<file path="src/rtl/fb_write_arbiter_pkg.sv">
// Shared camera-path definitions: pixel/line/pixel-index widths and requester index.
package fb_write_arbiter_pkg;
  localparam int CAM_DATA_WIDTH = 12;
  localparam int CAM_LINE       = 9;
  localparam int CAM_PIXEL      = 10;

  typedef enum logic {
    REQ_A = 1'b0,
    REQ_B = 1'b1
  } req_idx_t;
endpackage

</file>
<file path="src/rtl/fb_write_arbiter_wr_fifo.sv">
// Synchronous FIFO with full/empty flags; a pop frees the slot for a same-cycle push.
module wr_fifo #(
  parameter int WIDTH = 31,
  parameter int DEPTH = 4
) (
  input  logic             clk,
  input  logic             rst_n,
  input  logic             push,
  input  logic [WIDTH-1:0] wdata,
  input  logic             pop,
  output logic [WIDTH-1:0] rdata,
  output logic             full,
  output logic             empty
);
  localparam int AW = $clog2(DEPTH);
  localparam logic [AW:0] PTR_ONE = {{AW{1'b0}}, 1'b1};

  logic [WIDTH-1:0] mem [DEPTH];
  logic [AW:0]      wr_ptr;
  logic [AW:0]      rd_ptr;
  logic             do_push;
  logic             do_pop;

  // Extra MSB on each pointer separates full (MSBs differ) from empty (equal).
  assign empty   = (wr_ptr == rd_ptr);
  assign full    = (wr_ptr[AW] != rd_ptr[AW]) && (wr_ptr[AW-1:0] == rd_ptr[AW-1:0]);
  assign do_pop  = pop & ~empty;
  assign do_push = push & (~full | do_pop);
  assign rdata   = mem[rd_ptr[AW-1:0]];

  // Storage array, written on accepted pushes only.
  always_ff @(posedge clk) begin
    if (do_push) begin
      mem[wr_ptr[AW-1:0]] <= wdata;
    end
  end

  // Read/write pointers wrapping modulo DEPTH.
  always_ff @(posedge clk or negedge rst_n) begin
    if (!rst_n) begin
      wr_ptr <= '0;
      rd_ptr <= '0;
    end else begin
      if (do_push) begin
        wr_ptr <= wr_ptr + PTR_ONE;
      end
      if (do_pop) begin
        rd_ptr <= rd_ptr + PTR_ONE;
      end
    end
  end
endmodule

</file>
<file path="src/rtl/fb_write_arbiter.sv">
// Round-robin merge of two non-stalling pixel writers onto one frame-buffer write port,
// with a per-requester queue, one grant stage and a registered output port.
module fb_write_arbiter
  import fb_write_arbiter_pkg::*;
#(
  parameter int CAM_DATA_WIDTH = fb_write_arbiter_pkg::CAM_DATA_WIDTH,
  parameter int CAM_LINE       = fb_write_arbiter_pkg::CAM_LINE,
  parameter int CAM_PIXEL      = fb_write_arbiter_pkg::CAM_PIXEL,
  parameter int FIFO_DEPTH     = 4
) (
  input  logic                      clk,
  input  logic                      rst_n,
  input  logic                      a_we,
  input  logic [CAM_DATA_WIDTH-1:0] a_data_wr,
  input  logic [CAM_LINE-1:0]       a_line,
  input  logic [CAM_PIXEL-1:0]      a_pixel,
  input  logic                      b_we,
  input  logic [CAM_DATA_WIDTH-1:0] b_data_wr,
  input  logic [CAM_LINE-1:0]       b_line,
  input  logic [CAM_PIXEL-1:0]      b_pixel,
  output logic                      o_we,
  output logic [CAM_DATA_WIDTH-1:0] o_data_wr,
  output logic [CAM_LINE-1:0]       o_line,
  output logic [CAM_PIXEL-1:0]      o_pixel,
  output logic                      o_src,
  input  logic                      i_clr_ovf,
  output logic                      o_ovf_a,
  output logic                      o_ovf_b
);
  localparam int ENTRY_W = CAM_DATA_WIDTH + CAM_LINE + CAM_PIXEL;

  logic [ENTRY_W-1:0] a_head, b_head, stg_entry;
  logic               a_full, a_empty, b_full, b_empty;
  logic               pop_a, pop_b, a_drop, b_drop, stg_valid;
  req_idx_t           last_grant, stg_src;

  wr_fifo #(.WIDTH(ENTRY_W), .DEPTH(FIFO_DEPTH)) u_fifo_a (
    .clk(clk), .rst_n(rst_n), .push(a_we), .wdata({a_data_wr, a_line, a_pixel}),
    .pop(pop_a), .rdata(a_head), .full(a_full), .empty(a_empty)
  );

  wr_fifo #(.WIDTH(ENTRY_W), .DEPTH(FIFO_DEPTH)) u_fifo_b (
    .clk(clk), .rst_n(rst_n), .push(b_we), .wdata({b_data_wr, b_line, b_pixel}),
    .pop(pop_b), .rdata(b_head), .full(b_full), .empty(b_empty)
  );

  assign a_drop = a_we & a_full & ~pop_a;
  assign b_drop = b_we & b_full & ~pop_b;

  // Round-robin grant: A wins contention only if B was granted last.
  always_comb begin
    pop_a = 1'b0;
    pop_b = 1'b0;
    if (!a_empty && (b_empty || last_grant == REQ_B)) begin
      pop_a = 1'b1;
    end else if (!b_empty) begin
      pop_b = 1'b1;
    end else begin
      pop_a = 1'b0;
      pop_b = 1'b0;
    end
  end

  // Grant stage: captures the popped head and remembers who was served.
  always_ff @(posedge clk or negedge rst_n) begin
    if (!rst_n) begin
      stg_valid  <= 1'b0;
      stg_entry  <= '0;
      stg_src    <= REQ_A;
      last_grant <= REQ_B;
    end else begin
      stg_valid <= pop_a | pop_b;
      if (pop_a) begin
        stg_entry  <= a_head;
        stg_src    <= REQ_A;
        last_grant <= REQ_A;
      end else if (pop_b) begin
        stg_entry  <= b_head;
        stg_src    <= REQ_B;
        last_grant <= REQ_B;
      end
    end
  end

  // Output port holds its fields between writes; overflow set beats clear.
  always_ff @(posedge clk or negedge rst_n) begin
    if (!rst_n) begin
      o_we      <= 1'b0;
      o_data_wr <= '0;
      o_line    <= '0;
      o_pixel   <= '0;
      o_src     <= 1'b0;
      o_ovf_a   <= 1'b0;
      o_ovf_b   <= 1'b0;
    end else begin
      o_we <= stg_valid;
      if (stg_valid) begin
        o_data_wr <= stg_entry[ENTRY_W-1 -: CAM_DATA_WIDTH];
        o_line    <= stg_entry[CAM_LINE+CAM_PIXEL-1 -: CAM_LINE];
        o_pixel   <= stg_entry[CAM_PIXEL-1:0];
        o_src     <= stg_src;
      end
      o_ovf_a <= a_drop | (o_ovf_a & ~i_clr_ovf);
      o_ovf_b <= b_drop | (o_ovf_b & ~i_clr_ovf);
    end
  end
endmodule

</file>
<file path="config.mk">
export PLATFORM = sky130hd
export DESIGN_NAME = fb_write_arbiter
export DESIGN_NICKNAME = d
export VERILOG_FILES = /design/src/rtl/fb_write_arbiter_pkg.sv /design/src/rtl/fb_write_arbiter_wr_fifo.sv /design/src/rtl/fb_write_arbiter.sv
export SDC_FILE = /design/constraint.sdc
export NUM_CORES = 1
export LEC_CHECK = 0
export CORE_MARGIN = 2
export CORE_UTILIZATION = 25
export DETAILED_ROUTE_END_ITERATION = 7
export GPL_ROUTABILITY_DRIVEN = 0
export GPL_TIMING_DRIVEN = 0
export PLACE_DENSITY = 0.44
export SLEW_MARGIN = 20
export SYNTH_ARGS = -nofsm -noshare
export SYNTH_HDL_FRONTEND = slang
export SYNTH_SLANG_ARGS = --single-unit
</file>
<file path="constraint.sdc">
create_clock -name clk -period 3.07 [get_ports clk]
set_input_delay 0.4605 -clock clk [delete_from_list [all_inputs] [get_ports clk]]
set_output_delay 0.4605 -clock clk [all_outputs]
set_load 0.01 [all_outputs]
</file>
==> summary.md <==
| Metric | Value |
|---|---|
| Number of flops mapped to enable cells by yosys | 248 |
| Remaining routing DRC violations | 0 |
| CTS resizes | 0 |
| Worst setup path endpoint | u_fifo_a.mem[1][29] |
| Compound-gate portion of the synthesized area | roughly 4.2% |
| Cts hold-fix bufs | 1 |
| Number of max-slew violations in the final report | 0 |
| Clock tree from TritonCTS | built |
| Syn nets | 730 |
| Share of synthesized area spent on multiplexers | 16.2% |
| Area of the die | 0.0541 mm2 |
| Number of nets in the finished design | 880 |
| Floorplan Core Area | 0.0515 mm2 |
| Placed cell area | between 0.015 and 0.02 mm2 |
| Total grt overflow | 0 |
| Signal arrival time at the worst endpoint | 2.81 ns |
| I/O Buffers | roughly 100 |
| Area growth from synthesis to final layout | 25.3% |
| Path type of the worst setup path | reg2reg |
| Power per standard cell area | 1110 mW/mm2 |
| Initial core utilization | between 20% and 30% |
| Total of flip-flops plus latches after synthesis | approximately 330 |
| Number of clock sinks seen by CTS | 329 |
| DP Worst Slack | 0.443 ns |
| Largest family of logic cells by synthesized area | multiplexers |
| Dominant cell by count in the synthesized netlist | sky130_fd_sc_hd__edfxtp_1 |
| Number of buffers inserted to repair setup after CTS | 0 |
| Number of distinct library cells after synthesis | 41 |
| Root Driver | sky130_fd_sc_hd__clkbuf_16 |
| Path class of the lowest-slack min-delay path | in2async |
| Via count of the first global-routing pass | 6,951 |
| Worst Skew | 0.0151 ns |
| Maximum number of pins on one net before global-route repair | between 60 and 70 |
| Number of placed instances with taps included | 1,443 |
| Biggest area consumer among synthesized cells | sky130_fd_sc_hd__edfxtp_1 |
| Average instance area after synthesis | 20.0 um2 |
| Depth of the worst register-to-register path | 6 |
| Peak VDD IR | 397 uV |
| Share of synthesized cell area in full adder, half adder and majority cells | less than 1% |
| Number of standard cells after synthesis | 653 |
| R2R Setup Slk | 0.49 ns |
| Inserted Clock Buffers | 37 |
| Height of the chip | 233 um |
| Crit path max fanout | 17 |
| Horizontal die dimension | 233 um |
| R2r startpoint | u_fifo_b.rd_ptr[1] |
| Number of primary I/O pins | roughly 100 |
| Latest clock arrival within the worst-skew pair | 0.53 ns |
| Share of the cycle needed by the critical path after routing | 83.9% |
| Final instance count without filler cells | roughly 1,500 |
| Post-synthesis sequential area ratio | 72.5% |
| Final TNS setup | 0 ns |
| Element type at the critical path start | flop |
| Most frequently used flop master after synthesis | sky130_fd_sc_hd__edfxtp_1 |
| Slew of the pin with the lowest slew margin | 0.913 ns |
| Ranking of synthesized cells by instance count | sky130_fd_sc_hd__edfxtp_1 (248), sky130_fd_sc_hd__dfrtp_1 (80), sky130_fd_sc_hd__mux4_2 (62), sky130_fd_sc_hd__mux2_2 (35) |
| Clock-pin slew of the registers on the worst-case setup and hold paths | 0.06 ns |
| Detailed placement HPWL | 21,400 um |
| First drt pass iteration count | 4 |
| Wire length reported by the detailed router | slightly above 30,000 um |
| Max Clk Rate | approximately 390 MHz |
| Synth Area in Simple Gates | approximately 3.1% |
| Global-route wire length before repair | 46,300 um |
| Average wire length per cell after detail routing | 20.5 um |
| Final instance area | ~0.016 mm2 |
| Worst relative slew slack | 39.1% |
| XOR/XNOR share of the synthesized area | 1.21% |
| Reg-to-reg critical path endpoint | u_fifo_a.mem[1][29] |
| Initial antenna violation count | 6 |
| Result of the run | complete, no violations |
| Total GRT Usage | between 10% and 20% |
| Count of routing violations after the opening detailed-route iteration | 420 |
| Share of cells above drive strength 1 | 27.2% |
| Final setup viols | 0 |
| Fraction of registers with async set/reset | 24.6% |
| Required arrival time at the worst endpoint | around 3.3 ns |
| Type of destination of the critical path | flop |
| Warnings, synthesis | 0 |
| Buffer levels on the longest clock path | 3 |
| Fin worst setup slack | 0.495 ns |
| Clock H-tree levels | 2 |
| Final count of hold timing violations | 0 |
| ANT nets after route | 0 |
| Count of max-cap constraint violations | 0 |
| Synth area leaders | sky130_fd_sc_hd__edfxtp_1 (57%), sky130_fd_sc_hd__dfrtp_1 (15%), sky130_fd_sc_hd__mux4_2 (11%) |
| Setup repair after global routing missed its margin | no |
| Mapped cell area | 0.0131 mm2 |
| Count of vias placed by the detailed router | 6,414 |
| Source of the critical timing path | u_fifo_b.rd_ptr[1] |
| Standard-cell row count | 83 |
| Drt via density | 4.24 |
| Leak | 0.00568 uW |
| Final critical-path required period | 2.58 ns |
| Share of Yosys cell area claimed by the top area cell type | between 50% and 60% |
## flip-flops by register name (all words and copies together), names as in the netlist, 3 cells and up
| register | cells |
|---|---|
| u_fifo_a.mem | 124 |
| u_fifo_b.mem | 124 |
| stg_entry | 31 |
| o_data_wr | 12 |
| o_pixel | 10 |
| o_line | 9 |
| u_fifo_a.rd_ptr | 3 |
| u_fifo_a.wr_ptr | 3 |
| u_fifo_b.rd_ptr | 3 |
| u_fifo_b.wr_ptr | 3 |
## cells by family after synthesis
group / after synthesis
AOI/OAI and AO/OA: 42
xor gates and xnor gates: 15
adders and majority gates: 10
buffers and inverters: 48
DFF: 329
muxes: 129
and+or+nand+nor: 80
## per-layer routing
| metal | global-route usage (%) | wire [um] |
|---|---|---|
| met1 | 15.8 | 14100 |
| met2 | 18.6 | 14700 |
| met3 | 2.90 | 1580 |
| met4 | 3.48 | 655 |
| met5 | 0 | 63 |
## worst min path at each step
| stage | start | to | slack (ns) | cells past startpoint |
|---|---|---|---|---|
| floorplan | rst_n | o_data_wr[0] | 0.16 | 0 |
| global placement | stg_valid | o_we | 0.38 | 0 |
| detailed placement | rst_n | o_data_wr[10] | 0.30 | 1 |
| CTS | rst_n | o_data_wr[8] | 0.29 | 2 |
| global route | rst_n | o_data_wr[8] | 0.32 | 2 |
| finish | rst_n | o_data_wr[5] | 0.32 | 2 |
## per-stage QoR
step / hold slack, ns / util (%) / power (uW)
final: 0.315 / 31.8 / 18100
after global routing: 0.315 / 31.8 / 19200
after CTS: 0.293 / 31.8 / 18500
after detailed placement: 0.297 / 29.5 / 14100
after global placement: 0.379 / 29.0 / 13900
after floorplan: 0.165 / - / 11500
## where the power goes
part / leakage [uW] / switching, uW / internal [uW] / total [uW]
clock: 0.000568 / 1730 / 2550 / 4280
sequential: 0.00320 / 527 / 6190 / 6710
combinational: 0.00191 / 3870 / 3280 / 7150
total: 0.00568 / 6120 / 12000 / 18100
## layout by cell type (no fill, tap or decap), types with 2 or more instances in the layout
cell type	netlist	routed
sky130_fd_sc_hd__a221oi_2	29	29
sky130_fd_sc_hd__nor3_1	32	32
sky130_fd_sc_hd__clkinv_1	0	10
sky130_fd_sc_hd__xnor2_1	6	6
sky130_fd_sc_hd__buf_2	14	14
sky130_fd_sc_hd__clkbuf_8	0	3
sky130_fd_sc_hd__xor2_1	7	7
sky130_fd_sc_hd__buf_16	0	6
sky130_fd_sc_hd__and2_2	0	6
sky130_fd_sc_hd__buf_6	4	5
sky130_fd_sc_hd__buf_4	4	4
sky130_fd_sc_hd__dfrtp_1	80	80
sky130_fd_sc_hd__buf_12	0	3
sky130_fd_sc_hd__edfxtp_1	248	248
sky130_fd_sc_hd__clkinvlp_4	0	2
sky130_fd_sc_hd__clkbuf_16	0	39
sky130_fd_sc_hd__clkinv_2	0	2
sky130_fd_sc_hd__mux2_2	35	35
sky130_fd_sc_hd__bufinv_16	0	2
sky130_fd_sc_hd__diode_2	0	2
sky130_fd_sc_hd__nor2_1	32	32
sky130_fd_sc_hd__mux4_2	62	62
sky130_fd_sc_hd__nand2_1	4	4
sky130_fd_sc_hd__buf_1	3	3
sky130_fd_sc_hd__a221oi_1	2	2
sky130_fd_sc_hd__mux2i_1	31	31
sky130_fd_sc_hd__inv_1	6	6
sky130_fd_sc_hd__ha_1	10	10
sky130_fd_sc_hd__clkbuf_1	17	25
sky130_fd_sc_hd__clkdlybuf4s50_1	0	100
## worst max-delay path, stage by stage, from the launching register on
cell	delay (ns)
sky130_fd_sc_hd__dfrtp_1	0.37
sky130_fd_sc_hd__buf_2	0.17
sky130_fd_sc_hd__xor2_1	0.19
sky130_fd_sc_hd__nor3b_4	0.50
sky130_fd_sc_hd__o31a_4	0.25
sky130_fd_sc_hd__and2_2	0.54
sky130_fd_sc_hd__buf_16	0.24
## final cells by class
cell class                 count  area, um2
antenna                        2       5.00
buffer                        42        220
clock buffer                  50       1050
clock inverter                17        131
fill                        5050      35100
inverter                       6       22.5
multi-input combinational    276       3370
sequential                   329       9480
tap                          680        851
timing repair buffer         111       1250
(Power assumes the default switching activity.)
